### config.mk
export PLATFORM = sky130hd
export DESIGN_NAME = hazard_unit
export DESIGN_NICKNAME = d
export VERILOG_FILES = /design/src/rtl/hazard_unit.sv
export SDC_FILE = /design/constraint.sdc
export NUM_CORES = 1
export LEC_CHECK = 0
export CORE_MARGIN = 2
export CORE_UTILIZATION = 38
export DETAILED_ROUTE_END_ITERATION = 16
export PLACE_DENSITY_LB_ADDON = 0.12
export SYNTH_ARGS = -nofsm -noshare
export SYNTH_HDL_FRONTEND = slang
export SYNTH_SLANG_ARGS = --single-unit
### constraint.sdc
create_clock -name CLK -period 1.73 [get_ports CLK]
set_input_delay 0.346 -clock CLK [delete_from_list [all_inputs] [get_ports CLK]]
set_output_delay 0.346 -clock CLK [all_outputs]
set_load 0.01 [all_outputs]
### src/rtl/hazard_unit.sv
// Pipeline hazard controller: freezes on data-memory waits, bubbles on load-use,
// flushes on redirects, and holds the machine in a sticky halt until reset.
module hazard_unit (
  input  logic        CLK,
  input  logic        nRST,
  input  logic        ihit,
  input  logic        dhit,
  input  logic        dmemREN,
  input  logic        dmemWEN,
  input  logic        exMemToReg,
  input  logic        exWEN,
  input  logic [4:0]  exrt,
  input  logic [4:0]  idrsel1,
  input  logic [4:0]  idrsel2,
  input  logic        brnch_taken,
  input  logic        jmp_taken,
  input  logic        memHALT,
  output logic        pcW,
  output logic        ifidW,
  output logic        ifidRST,
  output logic        idW,
  output logic        idRST,
  output logic        exmemW,
  output logic        memwbW,
  output logic        halt,
  output logic [15:0] stall_cnt
);

  typedef enum logic [1:0] {RUN, MEMWAIT, HALTED} state_t;

  state_t      r_state;
  state_t      w_next;
  logic        r_halt;
  logic [15:0] r_stall_cnt;
  logic        w_mem_busy;
  logic        w_redirect;
  logic        w_load_use;

  assign w_mem_busy = (dmemREN | dmemWEN) & ~dhit;
  assign w_redirect = brnch_taken | jmp_taken;
  // Register 0 is hardwired to zero, so a load targeting it never creates a dependency.
  assign w_load_use = exMemToReg & exWEN & (exrt != 5'd0) &
                      ((exrt == idrsel1) | (exrt == idrsel2));

  // NOTE: every output gets a default first so no path through the priority chain infers a latch.
  always_comb begin
    pcW     = 1'b0;
    ifidW   = 1'b0;
    ifidRST = 1'b0;
    idW     = 1'b0;
    idRST   = 1'b0;
    exmemW  = 1'b0;
    memwbW  = 1'b0;
    if (!nRST || r_state == HALTED || w_mem_busy) begin
      // full freeze: defaults already hold every latch
    end else if (w_redirect) begin
      pcW     = 1'b1;
      ifidW   = 1'b1;
      ifidRST = 1'b1;
      idW     = 1'b1;
      idRST   = 1'b1;
      exmemW  = 1'b1;
      memwbW  = 1'b1;
    end else if (w_load_use) begin
      idW     = 1'b1;
      idRST   = 1'b1;
      exmemW  = 1'b1;
      memwbW  = 1'b1;
    end else if (!ihit) begin
      ifidW   = 1'b1;
      ifidRST = 1'b1;
      idW     = 1'b1;
      exmemW  = 1'b1;
      memwbW  = 1'b1;
    end else begin
      pcW     = 1'b1;
      ifidW   = 1'b1;
      idW     = 1'b1;
      exmemW  = 1'b1;
      memwbW  = 1'b1;
    end
  end

  // A halt reaching MEM wins even over a pending memory wait.
  always_comb begin
    w_next = RUN;
    if (r_state == HALTED || memHALT)
      w_next = HALTED;
    else if (w_mem_busy)
      w_next = MEMWAIT;
  end

  // NOTE: sequential state uses non-blocking assignments so all flops update from pre-edge values.
  always_ff @(posedge CLK or negedge nRST) begin
    if (!nRST) begin
      r_state     <= RUN;
      r_halt      <= 1'b0;
      r_stall_cnt <= 16'd0;
    end else begin
      r_state <= w_next;
      r_halt  <= (w_next == HALTED);
      if (!pcW && r_state != HALTED && r_stall_cnt != 16'hFFFF)
        r_stall_cnt <= r_stall_cnt + 16'd1;
    end
  end

  assign halt      = r_halt;
  assign stall_cnt = r_stall_cnt;

endmodule

* Word-level counts from Yosys, hierarchy flattened
Cells that the tools add are included.
** Storage, ports and cells
- Output and inout port bits :: 24
- Bits of input ports :: 26
- Logic and storage cells :: 43
- Register bits after elaboration :: 19
** Cells by class
- Equal/unequal tests :: 6
- $add $sub $neg :: 1
- Bitwise gates (word level) :: 8
- Reduce and logical (&&, ||, !) cells :: 8
- Mux-type cells :: 17
** Operator list (number)
- $add A16 B1 Y16 const B :: 1
- $mux W1 :: 16
- $ne A16 B16 Y1 const B :: 1
- $eq A5 B5 Y1 :: 2
- $reduce_bool A5 Y1 :: 1
- $and A1 B1 Y1 :: 4
- $eq A2 B2 Y1 const B :: 2
- $logic_or A1 B1 Y1 :: 3
- $or A1 B1 Y1 :: 3
- $logic_and A1 B1 Y1 :: 2
- $logic_not A1 Y1 :: 2
- $mux W2 :: 1
- $ne A2 B2 Y1 const B :: 1
- $not A1 Y1 :: 1

* Logic depth before layout (Yosys ltp)
- Depth in word-level cells :: 9
- Mapped depth :: 8
- Mapped depth without buffers :: 7

* Worst setup path before layout
No wires, ideal clock.
- Path kind :: register -> register
- Start point :: reg r_stall_cnt[0], in the netlist stall_cnt[0]
- End point :: reg r_stall_cnt[1], in the netlist stall_cnt[1]
- Path slack :: -0.258 ns
- Path buffers :: 1
- Required time :: 1.602 ns
- Arrival :: 1.861 ns
- Setup time :: 0.128 ns
- Cell stages (with the launch flop) :: 8
- Period minus slack after synthesis :: 1.988 ns
- Cells stage by stage :: dfrtp_1 > ha_1 > nand4_1 > nor3_2 > a211oi_1 > a21oi_2 > buf_6 > mux2_1
** Between the ends
- Word-level cells in the longest chain between the ends :: 2
- Elaborated cells on any way between the ends :: 3
- Those cells by class :: add/sub: 1; eq/ne: 1; reduce/logical: 1
** RTL lines
- from (decl) :: RTL line 34 : logic [15:0] r_stall_cnt;
- from (signal assigned) :: RTL line 103 : r_stall_cnt <= r_stall_cnt + 16'd1;
- parallel branches: the longest is 2 deep, another holds $add A16 B1 Y16
Several ways; the timed one is not identified.
A chain may end at the register's enable or synchronous reset.

* Worst setup path in the final report
- Start point :: in exrt[1]
- End point :: out ifidRST
** Between the ends
- Word-level cells in the longest chain between the ends :: 6
- Elaborated cells on any way between the ends :: 9
- Those cells by class :: eq/ne: 2; mux: 3; bitwise: 3; reduce/logical: 1
** RTL lines
- from (decl) :: RTL line 12 : input logic [4:0] exrt,
- $eq A5 B5 Y1 or $reduce_bool A5 Y1 (tied branches) :: RTL line 43, 42
- $or A1 B1 Y1 or $and A1 B1 Y1 (tied branches) :: RTL line 43, 42
- $and A1 B1 Y1 * :: RTL line 42 : assign w_load_use = exMemToReg & exWEN & (exrt != 5'd0) &
- $mux W1 * :: RTL line 64 : end else if (w_load_use) begin
- $mux W1 * :: RTL line 56 : end else if (w_redirect) begin
- $mux W1 * :: RTL line 54 : if (!nRST || r_state == HALTED || w_mem_busy) begin
- to (decl) :: RTL line 20 : output logic ifidRST,
Every way passes the cells marked *; elsewhere a longest branch is shown, timed or not.

==> impl_results.md <==
- Status: finished with violations
- Failing checks: negative setup slack
- Clock sinks: 19
- Via count: 1300
- Largest net degree at the start of global routing: 20
- Post-DP HPWL: approximately 2.6 mm
- Top-count cell post-synth: dfrtp_1
- TritonRoute pass-1 iters: 4
- Fraction of registers with async set/reset: 100.0%
- Clock-pin slew on the worst setup and hold paths: 110 ps
- Unrepaired setup endpoints after global routing: true
- Hold Buf Count CTS: 0
- Clock Power Share: 24.0%
- Max Cap Viol: 0
- Leak: around 0.0012 uW
- Ant diodes: 0
- Finish-stage setup viols: 20
- YS warnings: 0
- Type of element capturing the critical path: output port
- CTS tree: built
- Sequential share of power: 48.5%
- Internal: between 700 and 800 uW
- Final Util: around four fifths
- Sw Share: 27.07%
- Final Slew Violations: 0
- Fmax: between 400 and 500 MHz
- First-pass GRT wire length: 5.761 mm
- Vias/cell: 5.039
- Final min period: 2008 ps
- Total GRT Usage: 21.76%
- Design Area, Final: between 2000 and 2500 sq um
- Remaining global-route overflow: 0
- Max H-tree Level: 1
- Yosys top cell area share: 40.21%
- I/O pin count: 50
- Routed wire per std cell: about 16 um
- Number of port buffers: 49
- Final std cells w/o fill: 258
- Crit path kind: in2out
- Fin nets: about 250
- Logic pwr share: 27.5%
- Syn_nets: ~140
- Max_slew headroom: around 76%
- Tcrit/Tclk final: 116.1%
- Gpl congestion: around 0.8
- DRC: 0
- Sw power: 261.2 uW
- PwrDens: 403.9 nW/um^2
- CP max FO: 3
- Crit path DAT: about 1700 ps
- FF-to-FF Start: stall_cnt[1]
- Measured slew at the worst slew-check pin: 353.2 ps
- Top post-synthesis cells by count: dfrtp_1 (19), xnor2_1 (14), nand3_1 (10), xor2_1 (10)
- Height of the chip: 59.78 um
- Core area: approximately 3000 sq um
- Worst Hold Class: in2async
- Yosys reg bits: 19
- Leading area contributor after synthesis: dfrtp_1
- Sequential share of the synthesized area: 40.21%
- Fill cells: 193
- Placed inst area: 2049 sq um
- Clock latency reported for the late side of the worst-skew pair: 310 ps
- Critical path required time: 1380 ps
- Syn Inst Count: between 100 and 150
- Clock Path Buffers: 2
- Avg Cell Area, Syn: roughly 10 sq um
- Setup Skew: 13.02 ps
- Largest cells by area after synthesis: dfrtp_1 (40%), xnor2_1 (10%), xor2_1 (7.4%)
- Post-DRT Antenna Nets: 0
- Root Buffer: clkbuf_4
- Post-layout worst setup margin: -278.1 ps
- Die Area: 3574 sq um
- Post-synth top flop: dfrtp_1
- Startpoint types: input pin
- Placed cells: roughly 240
- Final hold violation count: 0
- Synthesized cell area: 1182 sq um
- Worst slack, placed: -1126 ps
- Vias in the first global route: 1331
- Post-Route WL: 4.017 mm
- Rows: 20
- Starting Density: 39.38%
- Antenna violations before repair: 0
- Starting DRT DRC Count: 26
- Post-synth EDFFs: 0
- VDD IR-drop max: 0.3674 mV
- Layout Area Growth over Synthesis: 102.1%
- Layout cell share with drive strength beyond 1: a little over half
- Yosys cell types: 35
- Chip width: 59.78 um
- CTS buffer count: 3
- Worst Setup SP: exrt[1]
[cell type report]
class / count / area, sq um / share of cell area, %
Multi-Input combinational cell: 88 / 855.8 / 35.81
Timing Repair Buffer: 109 / 972.2 / 40.68
Clock buffer: 4 / 26.28 / 1.099
Sequential cell: 19 / 475.5 / 19.90
Inverter: 5 / 18.77 / 0.7853
Tap cell: 33 / 41.29 / 1.728
[logic make-up after synthesis]
kind of cell,synth area share (%)
compound gates,13.02
fa+ha+maj,1.058
simple gates,23.18
flops,40.21
buf+inv,3.809
mux,0.9523
xor+xnor,17.78
[metrics by stage]
stage	setup TNS [ps]	hold WS (ps)	power [uW]
after floorplan	-1651	50.41	551.7
after detailed placement	-18390	555.8	721.4
after global routing	-4893	356.7	1007
after global placement	-17260	540.9	714.6
after CTS	-3139	331.1	962.2
final	-3272	324.8	965.2
[critical path: stages]
cell and delay (ps):
buf_8 90, or4_4 520, o211ai_2 180, nand2b_4 170
o31ai_4 80, a21oi_2 120, buf_2 140
[per-layer routing]
metal / part of all wire (%) / global-route usage (%) / vias to the layer above
met3: 6.4 / 3.030 / 9
met1: 37 / 22.16 / 627
met4: 2.1 / 8.889 / 0
met5: 0 / 0 / -
met2: 55 / 43.17 / 46
li1: - / - / 618
[sequential cells by signal, summed over array words and instances, names as in the netlist]
register,cells
stall_cnt,16
halt,1
r_state,2
[worst paths after layout]
kind,depth (start not counted),slack (ps),to
max,7,-280,ifidRST
min,3,320,halt
max reg2reg,8,-160,stall_cnt[15]
min reg2reg,2,570,stall_cnt[8]
max in group asynchronous,3,1180,stall_cnt[9]
min in group CLK,4,530,r_state[0]
[timing repair]
| action | 4_1_cts | 5_1_grt |
|---|---|---|
| endpoints found under the setup margin | 23 | 30 |
| buffers inserted | 14 | 6 |
| resized for setup | 108 | 22 |
| pin swaps | 26 | 6 |
[power by group through the flow]
stage | logic, uW | registers, uW | clock network, uW
after floorplan | 58.3 | 493 | 0
after global placement | 239 | 476 | 0
after detailed placement | 244 | 477 | 0
after CTS | 256 | 468 | 238
after global routing | 282 | 471 | 253
final | 265 | 468 | 231
[layout by cell type (no fill, tap or decap), drive strengths merged, types with 2 or more instances in the layout]
cell | synthesis | layout
xnor2 | 14 | 14
nand3 | 10 | 10
nor2 | 8 | 8
o31ai | 2 | 2
inv | 5 | 5
dlymetal6s2s | 0 | 8
dfrtp | 19 | 19
clkdlybuf4s15 | 0 | 8
buf | 3 | 72
dlygate4sd2 | 0 | 8
nor4 | 2 | 2
a21boi | 2 | 2
xor2 | 10 | 10
clkdlybuf4s50 | 0 | 12
nand2b | 4 | 4
nor3 | 8 | 8
a21oi | 3 | 3
clkbuf | 0 | 5
nand2 | 8 | 8
(Power assumes the default switching activity.)
